===== config.mk =====
export PLATFORM = sky130hd
export DESIGN_NAME = pixel_tile_loader
export DESIGN_NICKNAME = d
export VERILOG_FILES = /design/src/rtl/conv_pkg.sv /design/src/rtl/pixel_tile_loader.sv
export SDC_FILE = /design/constraint.sdc
export NUM_CORES = 1
export LEC_CHECK = 0
export CELL_PAD_IN_SITES_DETAIL_PLACEMENT = 0
export CELL_PAD_IN_SITES_GLOBAL_PLACEMENT = 1
export CORE_AREA = 2 2 114 116
export CTS_CLUSTER_SIZE = 20
export DETAILED_ROUTE_END_ITERATION = 7
export DIE_AREA = 0 0 116 118
export GPL_TIMING_DRIVEN = 1
export PLACE_DENSITY_LB_ADDON = 0.1
export SLEW_MARGIN = 30
export SYNTH_ARGS = -nofsm -noshare
export SYNTH_HDL_FRONTEND = slang
export SYNTH_SLANG_ARGS = --single-unit
export TNS_END_PERCENT = 100

===== constraint.sdc =====
create_clock -name clk -period 3.8 [get_ports clk]
set_input_delay 0.38 -clock clk [delete_from_list [all_inputs] [get_ports clk]]
set_output_delay 0.38 -clock clk [all_outputs]
set_load 0.02 [all_outputs]

===== src/rtl/conv_pkg.sv =====
// Shared types for the convolution tile path: pixel/tile geometry and loader FSM states.
package conv_pkg;

    localparam int PX_W     = 4;
    localparam int TILE_DIM = 4;
    localparam int TILE_PX  = TILE_DIM * TILE_DIM;
    localparam int IDX_W    = $clog2(TILE_PX);
    localparam int ROW_W    = $clog2(TILE_DIM);

    typedef logic [TILE_DIM-1:0][TILE_DIM-1:0][PX_W-1:0] tile_t;

    typedef enum logic {
        FILL = 1'b0,
        FULL = 1'b1
    } loader_state_t;

endpackage


===== src/rtl/pixel_tile_loader.sv =====
// Assembles a row-major pixel stream into a 4x4 tile and delivers it with a one-cycle load_enable.
// Delivery one edge after the 16th pixel if downstream is free; px_ready drops while a full tile waits for tile_done.
module pixel_tile_loader
    import conv_pkg::*;
(
    input  logic                                        clk,
    input  logic                                        n_rst,
    input  logic                                        clear,
    input  logic                                        px_valid,
    input  logic [PX_W-1:0]                             px_data,
    output logic                                        px_ready,
    input  logic                                        tile_done,
    output logic                                        load_enable,
    output logic [TILE_DIM-1:0][TILE_DIM-1:0][PX_W-1:0] buffer_pixels,
    output logic [7:0]                                  tile_count
);

    loader_state_t    state;
    tile_t            fill;
    logic [IDX_W-1:0] idx;
    logic             busy;
    logic             deliver;

    assign px_ready = (state == FILL);

    // clear wins over a delivery that would otherwise happen this cycle
    assign deliver = (state == FULL) && !clear && (!busy || tile_done);

    always_ff @(posedge clk or negedge n_rst) begin
        if (!n_rst) begin
            state         <= FILL;
            fill          <= '0;
            idx           <= '0;
            busy          <= 1'b0;
            load_enable   <= 1'b0;
            buffer_pixels <= '0;
            tile_count    <= '0;
        end else begin
            load_enable <= 1'b0;

            if (deliver) begin
                busy <= 1'b1;
            end else if (tile_done) begin
                busy <= 1'b0;
            end

            if (clear) begin
                state <= FILL;
                idx   <= '0;
            end else begin
                case (state)
                    FILL: begin
                        if (px_valid) begin
                            fill[idx[IDX_W-1 -: ROW_W]][idx[ROW_W-1:0]] <= px_data;
                            if (idx == IDX_W'(TILE_PX - 1)) begin
                                idx   <= '0;
                                state <= FULL;
                            end else begin
                                idx <= idx + IDX_W'(1);
                            end
                        end
                    end
                    FULL: begin
                        if (deliver) begin
                            buffer_pixels <= fill;
                            load_enable   <= 1'b1;
                            tile_count    <= tile_count + 8'd1;
                            state         <= FILL;
                        end
                    end
                    default: state <= FILL;
                endcase
            end
        end
    end

endmodule

==> results of run 1 <==
[layer usage]
| metal | wire, µm | vias to the layer above |
|---|---|---|
| met1 | 5770 | 1859 |
| met5 | 0 | - |
| met2 | 5280 | 76 |
| met3 | 433 | 11 |
| li1 | - | 1753 |
| met4 | 134 | 0 |
[flip-flops by register name, summed over array words and instances (netlist names)]
register	cells
buffer_pixels	64
fill	64
tile_count	8
idx	4
busy	1
load_enable	1
state	1
[cell usage in the layout (no fill, tap or decap), drive strengths merged, types with 2 or more instances in the layout]
cell | netlist | layout
nand2 | 216 | 216
dfrtp | 143 | 143
clkdlybuf4s50 | 0 | 81
mux2 | 64 | 64
clkbuf | 11 | 23
xnor2 | 7 | 7
and3 | 5 | 5
ha | 5 | 5
nor2b | 4 | 4
a21oi | 4 | 4
nand4 | 4 | 4
inv | 4 | 4
clkinv | 0 | 4
buf | 14 | 4
nand2b | 4 | 4
nor2 | 3 | 3
clkinvlp | 0 | 3
bufinv | 0 | 3
nor3 | 2 | 2
nor3b | 2 | 2
[report_power, final]
part           internal [mW]  switching [mW]
logic                 0.0504          0.0645
clock network           1.06           0.613
registers               1.57          0.0257
total                   2.68           0.703
[stage by stage]
stage | instances | hold slack, ns
floorplan | 498 | 0.0844
global placement | 731 | 0.441
detailed placement | 731 | 0.454
CTS | 763 | 0.103
global route | 763 | 0.123
finish | 763 | 0.0389
[worst max-delay path, cell delays in order]
cell and delay (ns):
clkdlybuf4s50_1 0.66, nand2b_1 0.32, nand2b_4 0.17, inv_2 0.44, buf_12 0.29, nand2_1 0.09
nand2_1 0.06
[cells by family after synthesis]
logic type,after synthesis
AO/OA/AOI/OAI,7
XOR/XNOR,8
adder cells (fa/ha/maj),5
buffers and inverters,29
flip-flops,143
multiplexers,64
AND/OR/NAND/NOR,242
[layout make-up]
class / instances / area [µm²] / area share (%)
sequential: 143 / 3580 / 49.5
multi-input combinational: 326 / 1960 / 27.1
clock buffer: 22 / 464 / 6.42
clock inverter: 10 / 136 / 1.89
timing repair buffer: 86 / 867 / 12.0
tap: 172 / 215 / 2.98
inverter: 4 / 15.0 / 0.208
[worst max path at each step]
stage | from | endpoint | slack, ns
after floorplan | idx[0]$_DFFE_PN0P_ | fill[56]$_DFFE_PN0P_ | 2.10
after global placement | clear | buffer_pixels[45]$_DFFE_PN0P_ | 1.36
after detailed placement | clear | buffer_pixels[32]$_DFFE_PN0P_ | 1.29
after CTS | clear | buffer_pixels[32]$_DFFE_PN0P_ | 1.72
after global routing | clear | buffer_pixels[55]$_DFFE_PN0P_ | 1.56
final | clear | buffer_pixels[45]$_DFFE_PN0P_ | 1.72
==> impl_metrics.csv, run 1 <==
group,metric,value,unit
yosys,ys.flop_type,"dfrtp_1",
final_layout,fin_area,7230,µm²
floorplan,die_w,116,µm
clocking,numCtsBuffers,17,
yosys,syn-num-nets,512,
floorplan,ios,83,
sta,max_slew_margin,47.2,%
yosys,ys_async_sr_fraction,100,%
yosys,synth_edf_count,0,
yosys,syn_inst,498,
clocking,cts_resized,0,
yosys,yosys-top-cells-area,"dfrtp_1 (63%), nand2_1 (14%), mux2_2 (10%)",
sta,fmax,0.481,GHz
floorplan,row_count,41,
clocking,cts-root-buf,"clkbuf_16",
sta,tns,0,ns
run,cap_violations,0,
placed_design,placed_area,6630,µm²
final_layout,fill_cells,1055,
drt,vias,3699,
clocking,clockBufferDepth,2,
placed_design,dp_hpwl,7340,µm
setup_path,start_kind,"input port",
grt,antenna_found_initial,0,
drt,detail-route-antenna-nets,0,
clocking,cts_htree_levels,4,
clocking,postCtsHoldBufs,0,
status,status,"finished clean",
yosys,synthMuxAreaShare,13.5,%
sta,finalHoldViolCount,0,
yosys,synth_seq_cells,143,
grt,grt_start_max_net_pins,101,
setup_path,r2r-start,"idx[0]$_DFFE_PN0P_",
yosys,synth.yosys.seq_area_share,63.1,%
sta,min_period_over_period,54.7,%
yosys,synth_top_area_cell,"dfrtp_1",
drt,drt_pass1_iterations,4,
grt,grt.busiest_layer,"met1",
clocking,cts.clk_slew.worst_paths,0.06,ns
setup_path,crit_required,4.15,ns
sta,skew,0.00687,ns
power_and_ir_drop,peakVddDrop,0.304,mV
setup_path,crit_type,"input port to register",
sta,setup-violations-final,0,
drt,wl,11600,µm
setup_path,ff2ff_setup_slack,1.88,ns
power_and_ir_drop,p_total,3.39,mW
drt,drt-initial-drc-count,171,
setup_path,crit_fanout,36,
setup_path,reg2regPathDepth,5,
clocking,post-cts-setup-buffers,0,
grt,grt_pass1_vias,3795,
power_and_ir_drop,leakage,3.66,nW
floorplan,coreArea,12400,µm²
yosys,synth-simple-area-share,17.9,%
final_layout,utilization,58.3,%
sta,tightestPinTransition,0.789,ns
yosys,synth_top_family_by_area,"simple AND/OR/NAND/NOR gates",
grt,grt_pass1_wl,19600,µm
drt,routedWlPerCell,15.2,µm
grt,grtUsageTotal,18.4,%
placed_design,pre_cts_slack,1.29,ns
worst_hold_path,holdCritPathClass,"input port to asynchronous set/reset pin",
yosys,yosysMostFrequentCell,"nand2_1",
clocking,clock-sinks,143,
floorplan,die_h,118,µm
grt,gr-total-overflow,0,
yosys,synth.top_cells.by_count,"nand2_1 (216), dfrtp_1 (143), mux2_2 (52)",
yosys,synth_compound_area_share,0.751,%
clocking,clkLatencyLatePin,0.41,ns
grt,grt_use_met3,4.53,%
drt,via_per_inst,4.85,
sta,drv_slew,0,
sta,rsz0062_at_grt,"no",
yosys,synthXorXnorAreaFrac,1.24,%
yosys,synth.top_cell.area_share,63.1,%
yosys,ys_warn_count,0,
floorplan,dieArea,13700,µm²
final_layout,insertedDiodeCount,0,
final_layout,fin_nets,592,
setup_path,worst_ep_arrival_time,2.43,ns
placed_design,routabilityCongestion,0.725,
placed_design,port_buffers,82,
sta,fin_ws,1.72,ns
setup_path,worstSetupEndpointType,"register",
yosys,synthAdderAreaFrac,1.10,%
setup_path,reg2reg_to,"fill[51]$_DFFE_PN0P_",
grt,use_met1,27.1,%
yosys,yosysUniqueCellTypes,26,
grt,grt_use_met2,26.5,%
sta,fin_crit,2.08,ns
final_layout,area_delta_synth_final,27.6,%
yosys,avgSynthCellArea,11.4,µm²
drt,drc,0,
power_and_ir_drop,p_per_area,468,nW/µm²
clocking,cts_tree,"yes",
yosys,syn-cell-area,5670,µm²
floorplan,start_util,45.6,%
final_layout,drive_gt1_share,17.6,%
Note: power is estimated with default switching activity, not from simulation.
==> run 2: changes to the inputs <==
--- a/config.mk
+++ b/config.mk
@@ -7,10 +7,10 @@
 export LEC_CHECK = 0
 export CELL_PAD_IN_SITES_DETAIL_PLACEMENT = 0
 export CELL_PAD_IN_SITES_GLOBAL_PLACEMENT = 1
-export CORE_AREA = 2 2 114 116
+export CORE_AREA = 2 2 124 126
 export CTS_CLUSTER_SIZE = 20
 export DETAILED_ROUTE_END_ITERATION = 7
-export DIE_AREA = 0 0 116 118
+export DIE_AREA = 0 0 126 128
 export GPL_TIMING_DRIVEN = 1
 export PLACE_DENSITY_LB_ADDON = 0.1
 export SLEW_MARGIN = 30
==> constraint.sdc (replaced) <==
create_clock -name clk -period 1.69 [get_ports clk]
set_input_delay 0.169 -clock clk [delete_from_list [all_inputs] [get_ports clk]]
set_output_delay 0.169 -clock clk [all_outputs]
set_load 0.02 [all_outputs]
==> impl_metrics.csv, run 2 (same netlist as run 1, synthesis figures left out) <==
group,metric,value,unit
status,status,"finished clean",
power_and_ir_drop,peakVddDrop,0.687,mV
sta,min_period_over_period,96.5,%
final_layout,fin_nets,617,
clocking,cts_htree_levels,4,
placed_design,pre_cts_slack,-0.172,ns
sta,tightestPinTransition,0.520,ns
grt,antenna_found_initial,0,
sta,fin_crit,1.63,ns
setup_path,max_stage_delay,0.63,ns
setup_path,path_buf_inv,1,
sta,finalHoldViolCount,0,
power_and_ir_drop,p_int,5.70,mW
sta,fmax,0.613,GHz
setup_path,crit_family,"buffers and inverters",
final_layout,largest_registers,"buffer_pixels: 64 flops, fill: 64 flops, tile_count: 8 flops",
placed_design,port_buffers,82,
final_layout,insertedDiodeCount,0,
setup_path,worstSetupEndpointType,"primary output",
drt,drc,0,
floorplan,die_h,128,µm
power_and_ir_drop,p_total,7.26,mW
clocking,cts.clk_slew.worst_paths,0.06,ns
power_and_ir_drop,power_frac_seq,49.5,%
clocking,cts_tree,"yes",
power_and_ir_drop,p_per_area,976,nW/µm²
placed_design,routabilityCongestion,0.749,
drt,drt-initial-drc-count,141,
grt,gr-total-overflow,0,
final_layout,drive_gt1_share,22.2,%
drt,drt_pass1_iterations,4,
setup_path,worst_ep_arrival_time,1.46,ns
floorplan,coreArea,14900,µm²
drt,detail-route-antenna-nets,0,
setup_path,crit_type,"register to primary output",
clocking,clockBufferDepth,2,
grt,grt_start_max_net_pins,52,
setup_path,start_kind,"register",
clocking,numCtsBuffers,17,
power_and_ir_drop,swShare,21.5,%
sta,drv_slew,0,
final_layout,area_delta_synth_final,31.3,%
floorplan,die_w,126,µm
sta,tns,0,ns
run,cap_violations,0,
grt,grt_pass1_vias,4066,
floorplan,start_util,38.1,%
placed_design,dp_hpwl,8260,µm
worst_hold_path,holdCritPathClass,"input port to asynchronous set/reset pin",
sta,skew,0.00742,ns
clocking,clkLatencyLatePin,0.42,ns
power_and_ir_drop,p_switching,1.56,mW
sta,fin_ws,0.0593,ns
placed_design,placed_area,6870,µm²
final_layout,fin_area,7440,µm²
drt,wl,12700,µm
final_layout,final_cell_mix,"nand2_1 (210), dfrtp_1 (142), clkdlybuf4s50_1 (80)",
clocking,clock-sinks,143,
grt,grtUsageTotal,16.9,%
setup_path,crit_required,1.52,ns
sta,max_slew_margin,65.3,%
setup_path,crit_fanout,4,
setup_path,crit_slowest_cell,"clkdlybuf4s50_1",
final_layout,utilization,50.0,%
sta,setup-violations-final,0,
floorplan,dieArea,16100,µm²
setup_path,crit_chain,"clkdlybuf4s50_1",
power_and_ir_drop,clkPwrFrac,46.2,%
drt,vias,3776,
clocking,cts-root-buf,"clkbuf_16",
power_and_ir_drop,comb_power_share,4.3,%
power_and_ir_drop,leakage,3.77,nW
drt,routedWlPerCell,15.7,µm
floorplan,ios,83,
floorplan,row_count,45,
sta,rsz0062_at_grt,"yes",
grt,grt_pass1_wl,21400,µm
final_layout,layout_commonest_cell,"nand2_1",
drt,via_per_inst,4.70,
final_layout,fill_cells,1382,
[run 2: cell count changes in the layout (fill, tap and decap cells not counted), sizes merged, moves of 2 or more]
cell | previous run | this run
clkbuf | 23 | 26
buf | 4 | 29
clkinvlp | 3 | 1
bufinv | 3 | 0
[run 2: worst paths after layout]
path / start / endpoint / slack [ns] / depth (start not counted)
max: tile_count[0]$_DFFE_PN0P_ / tile_count[0] / 0.06 / 1
min: n_rst / buffer_pixels[1]$_DFFE_PN0P_ / 0.28 / 2
max reg2reg: idx[0]$_DFFE_PN0P_ / fill[13]$_DFFE_PN0P_ / 0.07 / 5
min reg2reg: fill[57]$_DFFE_PN0P_ / buffer_pixels[57]$_DFFE_PN0P_ / 0.46 / 2
max in group asynchronous: n_rst / fill[21]$_DFFE_PN0P_ / 0.78 / 3
min in group clk: fill[57]$_DFFE_PN0P_ / buffer_pixels[57]$_DFFE_PN0P_ / 0.46 / 2
[run 2: final cells by class]
type                       count  area (µm²)  area share (%)
clock buffer                  26         499            6.71
timing repair buffer         111        1090            14.7
sequential                   143        3580            48.1
clock inverter                 6        32.5           0.437
multi-input combinational    326        1990            26.7
tap                          188         235            3.16
inverter                       4        15.0           0.202
[run 2: worst register-to-register path, cell delays in order, from the launching register on]
cell,delay (ns)
dfrtp_1,0.42
ha_1,0.24
nor3b_2,0.16
buf_4,0.15
nand2_1,0.18
mux2_2,0.36
[run 2: per-stage QoR]
step           cells  hold slack, ns
2_1_floorplan    498          -0.127
3_3_place_gp     771           0.160
3_5_place_dp     771           0.172
4_1_cts          805           0.304
5_1_grt          804           0.315
6_report         804           0.281
[run 2: timing repair]
item / CTS / global route
gates resized for setup: 2 / 11
setup endpoints to repair: 17 / 40
hold endpoints to repair: 47 / 0
hold buffers: 1 / 0
buffers inserted: 1 / 0
gates cloned: 0 / 0
[run 2: power by group through the flow]
stage | Sequential (mW) | Combinational, mW | Clock, mW
after floorplan | 3.63 | 0.136 | 0
after global placement | 3.65 | 0.299 | 0
after detailed placement | 3.65 | 0.311 | 0
after CTS | 3.59 | 0.317 | 3.45
after global routing | 3.60 | 0.349 | 3.64
final | 3.59 | 0.311 | 3.36
[run 2: metal layers]
layer  global-route usage (%)  wire length, µm
met1                     23.7             6370
met2                     25.5             5650
met3                     4.09              448
met4                     6.53              186
met5                        0                0
==> run 3: changes to the inputs <==
--- a/config.mk
+++ b/config.mk
@@ -7,10 +7,11 @@
 export LEC_CHECK = 0
 export CELL_PAD_IN_SITES_DETAIL_PLACEMENT = 0
 export CELL_PAD_IN_SITES_GLOBAL_PLACEMENT = 1
-export CORE_AREA = 2 2 124 126
+export CORE_AREA = 2 2 116 118
 export CTS_CLUSTER_SIZE = 20
 export DETAILED_ROUTE_END_ITERATION = 7
-export DIE_AREA = 0 0 126 128
+export DIE_AREA = 0 0 118 120
+export DONT_BUFFER_PORTS = 1
 export GPL_TIMING_DRIVEN = 1
 export PLACE_DENSITY_LB_ADDON = 0.1
 export SLEW_MARGIN = 30
==> impl_metrics.csv, run 3 (same netlist as run 1, synthesis figures left out) <==
group,metric,value,unit
sta,fin_crit,1.66,ns
setup_path,max_stage_delay,0.43,ns
power_and_ir_drop,peakVddDrop,0.633,mV
setup_path,crit_type,"register to register",
drt,vias,3425,
grt,grt_pass1_vias,3668,
drt,drt-initial-drc-count,217,
setup_path,crit_start,"idx[0]$_DFFE_PN0P_",
final_layout,final_cell_mix,"nand2_1 (207), dfrtp_1 (141), mux2_2 (48)",
setup_path,reg2reg_to,"fill[59]$_DFFE_PN0P_",
drt,routedWlPerCell,16.4,µm
final_layout,layout_commonest_cell,"nand2_1",
setup_path,r2r-start,"idx[0]$_DFFE_PN0P_",
floorplan,start_util,43.7,%
sta,fmax,0.602,GHz
placed_design,port_buffers,0,
sta,whs,-0.549,ns
final_layout,regArea,3580,µm²
clocking,cts-root-buf,"clkbuf_16",
drt,wl,11500,µm
sta,fin_ws,0.0282,ns
sta,drv_slew,0,
setup_path,reg2regPathDepth,5,
sta,tightestPinTransition,0.821,ns
sta,skew,0.00642,ns
floorplan,die_h,120,µm
placed_design,routabilityCongestion,0.862,
placed_design,pre_cts_slack,-0.0458,ns
final_layout,multiInputGateArea,2040,µm²
final_layout,fin_nets,527,
floorplan,die_w,118,µm
drt,drc,0,
sta,setup-violations-final,0,
worst_hold_path,holdCritPathClass,"input port to asynchronous set/reset pin",
final_layout,area_delta_synth_final,17.1,%
setup_path,crit_fanout,4,
drt,drt_pass1_iterations,4,
drt,detail-route-antenna-nets,0,
grt,grtUsageTotal,17.8,%
power_and_ir_drop,leakage,3.48,nW
setup_path,worst_ep_arrival_time,1.95,ns
floorplan,ios,83,
grt,grt_pass1_wl,19600,µm
sta,min_period_over_period,98.3,%
setup_path,crit_required,1.98,ns
grt,antenna_found_initial,0,
drt,via_per_inst,4.88,
status,status,"complete, but fails checks",
setup_path,crit_slowest_cell,"dfrtp_1",
run,cap_violations,0,
status,violations,"hold timing",
power_and_ir_drop,p_per_area,1100,nW/µm²
clocking,clkLatencyLatePin,0.41,ns
floorplan,dieArea,14200,µm²
final_layout,largest_registers,"buffer_pixels: 64 flops, fill: 64 flops, tile_count: 8 flops",
sta,finalHoldViolCount,143,
setup_path,start_kind,"register",
setup_path,ff2ff_setup_slack,0.03,ns
placed_design,dp_hpwl,7160,µm
clocking,numCtsBuffers,17,
clocking,clockBufferDepth,2,
clocking,cts.clk_slew.worst_paths,0.05,ns
setup_path,crit_chain,"inv_2 -> ha_4 -> nor4bb_4 -> and3_4 -> mux2_4",
sta,max_slew_margin,45.1,%
final_layout,fill_cells,1184,
clocking,clock-sinks,143,
clocking,cts_tree,"yes",
final_layout,insertedDiodeCount,0,
clocking,postCtsHoldBufs,7,
clocking,cts_htree_levels,4,
sta,rsz0062_at_grt,"yes",
grt,grt_start_max_net_pins,144,
floorplan,coreArea,13000,µm²
setup_path,worstSetupEndpointType,"register",
final_layout,drive_gt1_share,24.7,%
grt,gr-total-overflow,0,
floorplan,row_count,42,
==> run 3: cell types whose count changed in the layout (fill, tap and decap cells not counted), moves of 2 or more <==
cell | before | now
clkdlybuf4s50_1 | 80 | 0
buf_4 | 24 | 11
dlygate4sd3_1 | 1 | 7
mux2_2 | 52 | 48
mux2_4 | 12 | 16
nand2_1 | 210 | 207
and3_4 | 1 | 3
clkinv_2 | 5 | 3
nand2_4 | 0 | 2
==> run 3: critical path: cells and delay by family (launching register included) <==
family / cells / cell delay [ns]
adders and majority gates: 1 / 0.13
buffers and inverters: 1 / 0.10
DFF: 1 / 0.43
muxes: 1 / 0.31
and+or+nand+nor: 2 / 0.58
==> run 3: layer usage <==
layer  vias up  global-route usage (%)  routed length [µm]
met1      1714                    25.0                5520
met4         0                    5.87                 129
li1       1623                       -                   -
met2        79                    26.3                5280
met3         9                    5.61                 572
met5         -                       0                   0
==> run 3: layout make-up <==
cell class / count / area share [%]
multi-input combinational: 326 / 30.7
timing repair buffer: 21 / 3.21
inverter: 4 / 0.264
sequential: 143 / 54.0
tap: 176 / 3.32
clock inverter: 5 / 0.792
clock buffer: 27 / 7.73
==> run 3: worst max path at each step <==
stage,cells after the start,slack [ns],endpoint
2_1_floorplan,6,0.07,fill[56]$_DFFE_PN0P_
3_3_place_gp,5,-0.03,fill[59]$_DFFE_PN0P_
3_5_place_dp,5,-0.05,fill[59]$_DFFE_PN0P_
4_1_cts,5,0.0005,fill[59]$_DFFE_PN0P_
5_1_grt,3,-0.05,fill[34]$_DFFE_PN0P_
6_report,5,0.03,fill[59]$_DFFE_PN0P_
==> run 3: stage by stage <==
stage	area, µm²	instances	power (mW)	setup TNS, ns	utilization [%]
floorplan	5670	498	3.77	0	-
global placement	5930	664	3.79	-0.0881	45.7
detailed placement	5930	664	3.80	-0.171	45.7
CTS	6580	703	7.42	0	50.7
global route	6640	702	7.62	-0.511	51.1
finish	6640	702	7.31	0	51.1
==> run 3: power breakdown <==
part	leakage, nW	total, mW	internal (mW)	switching, mW
registers	1.97	3.59	3.53	0.0588
clock network	0.277	3.52	2.21	1.31
logic	1.23	0.200	0.115	0.0845
==> run 3: what timing repair did <==
action	in CTS	in global routing
cloned	0	0
endpoints found under the hold margin	213	143
pin swaps	0	1
gates resized for setup	4	26
buffers inserted	0	0
setup endpoints to repair	8	49
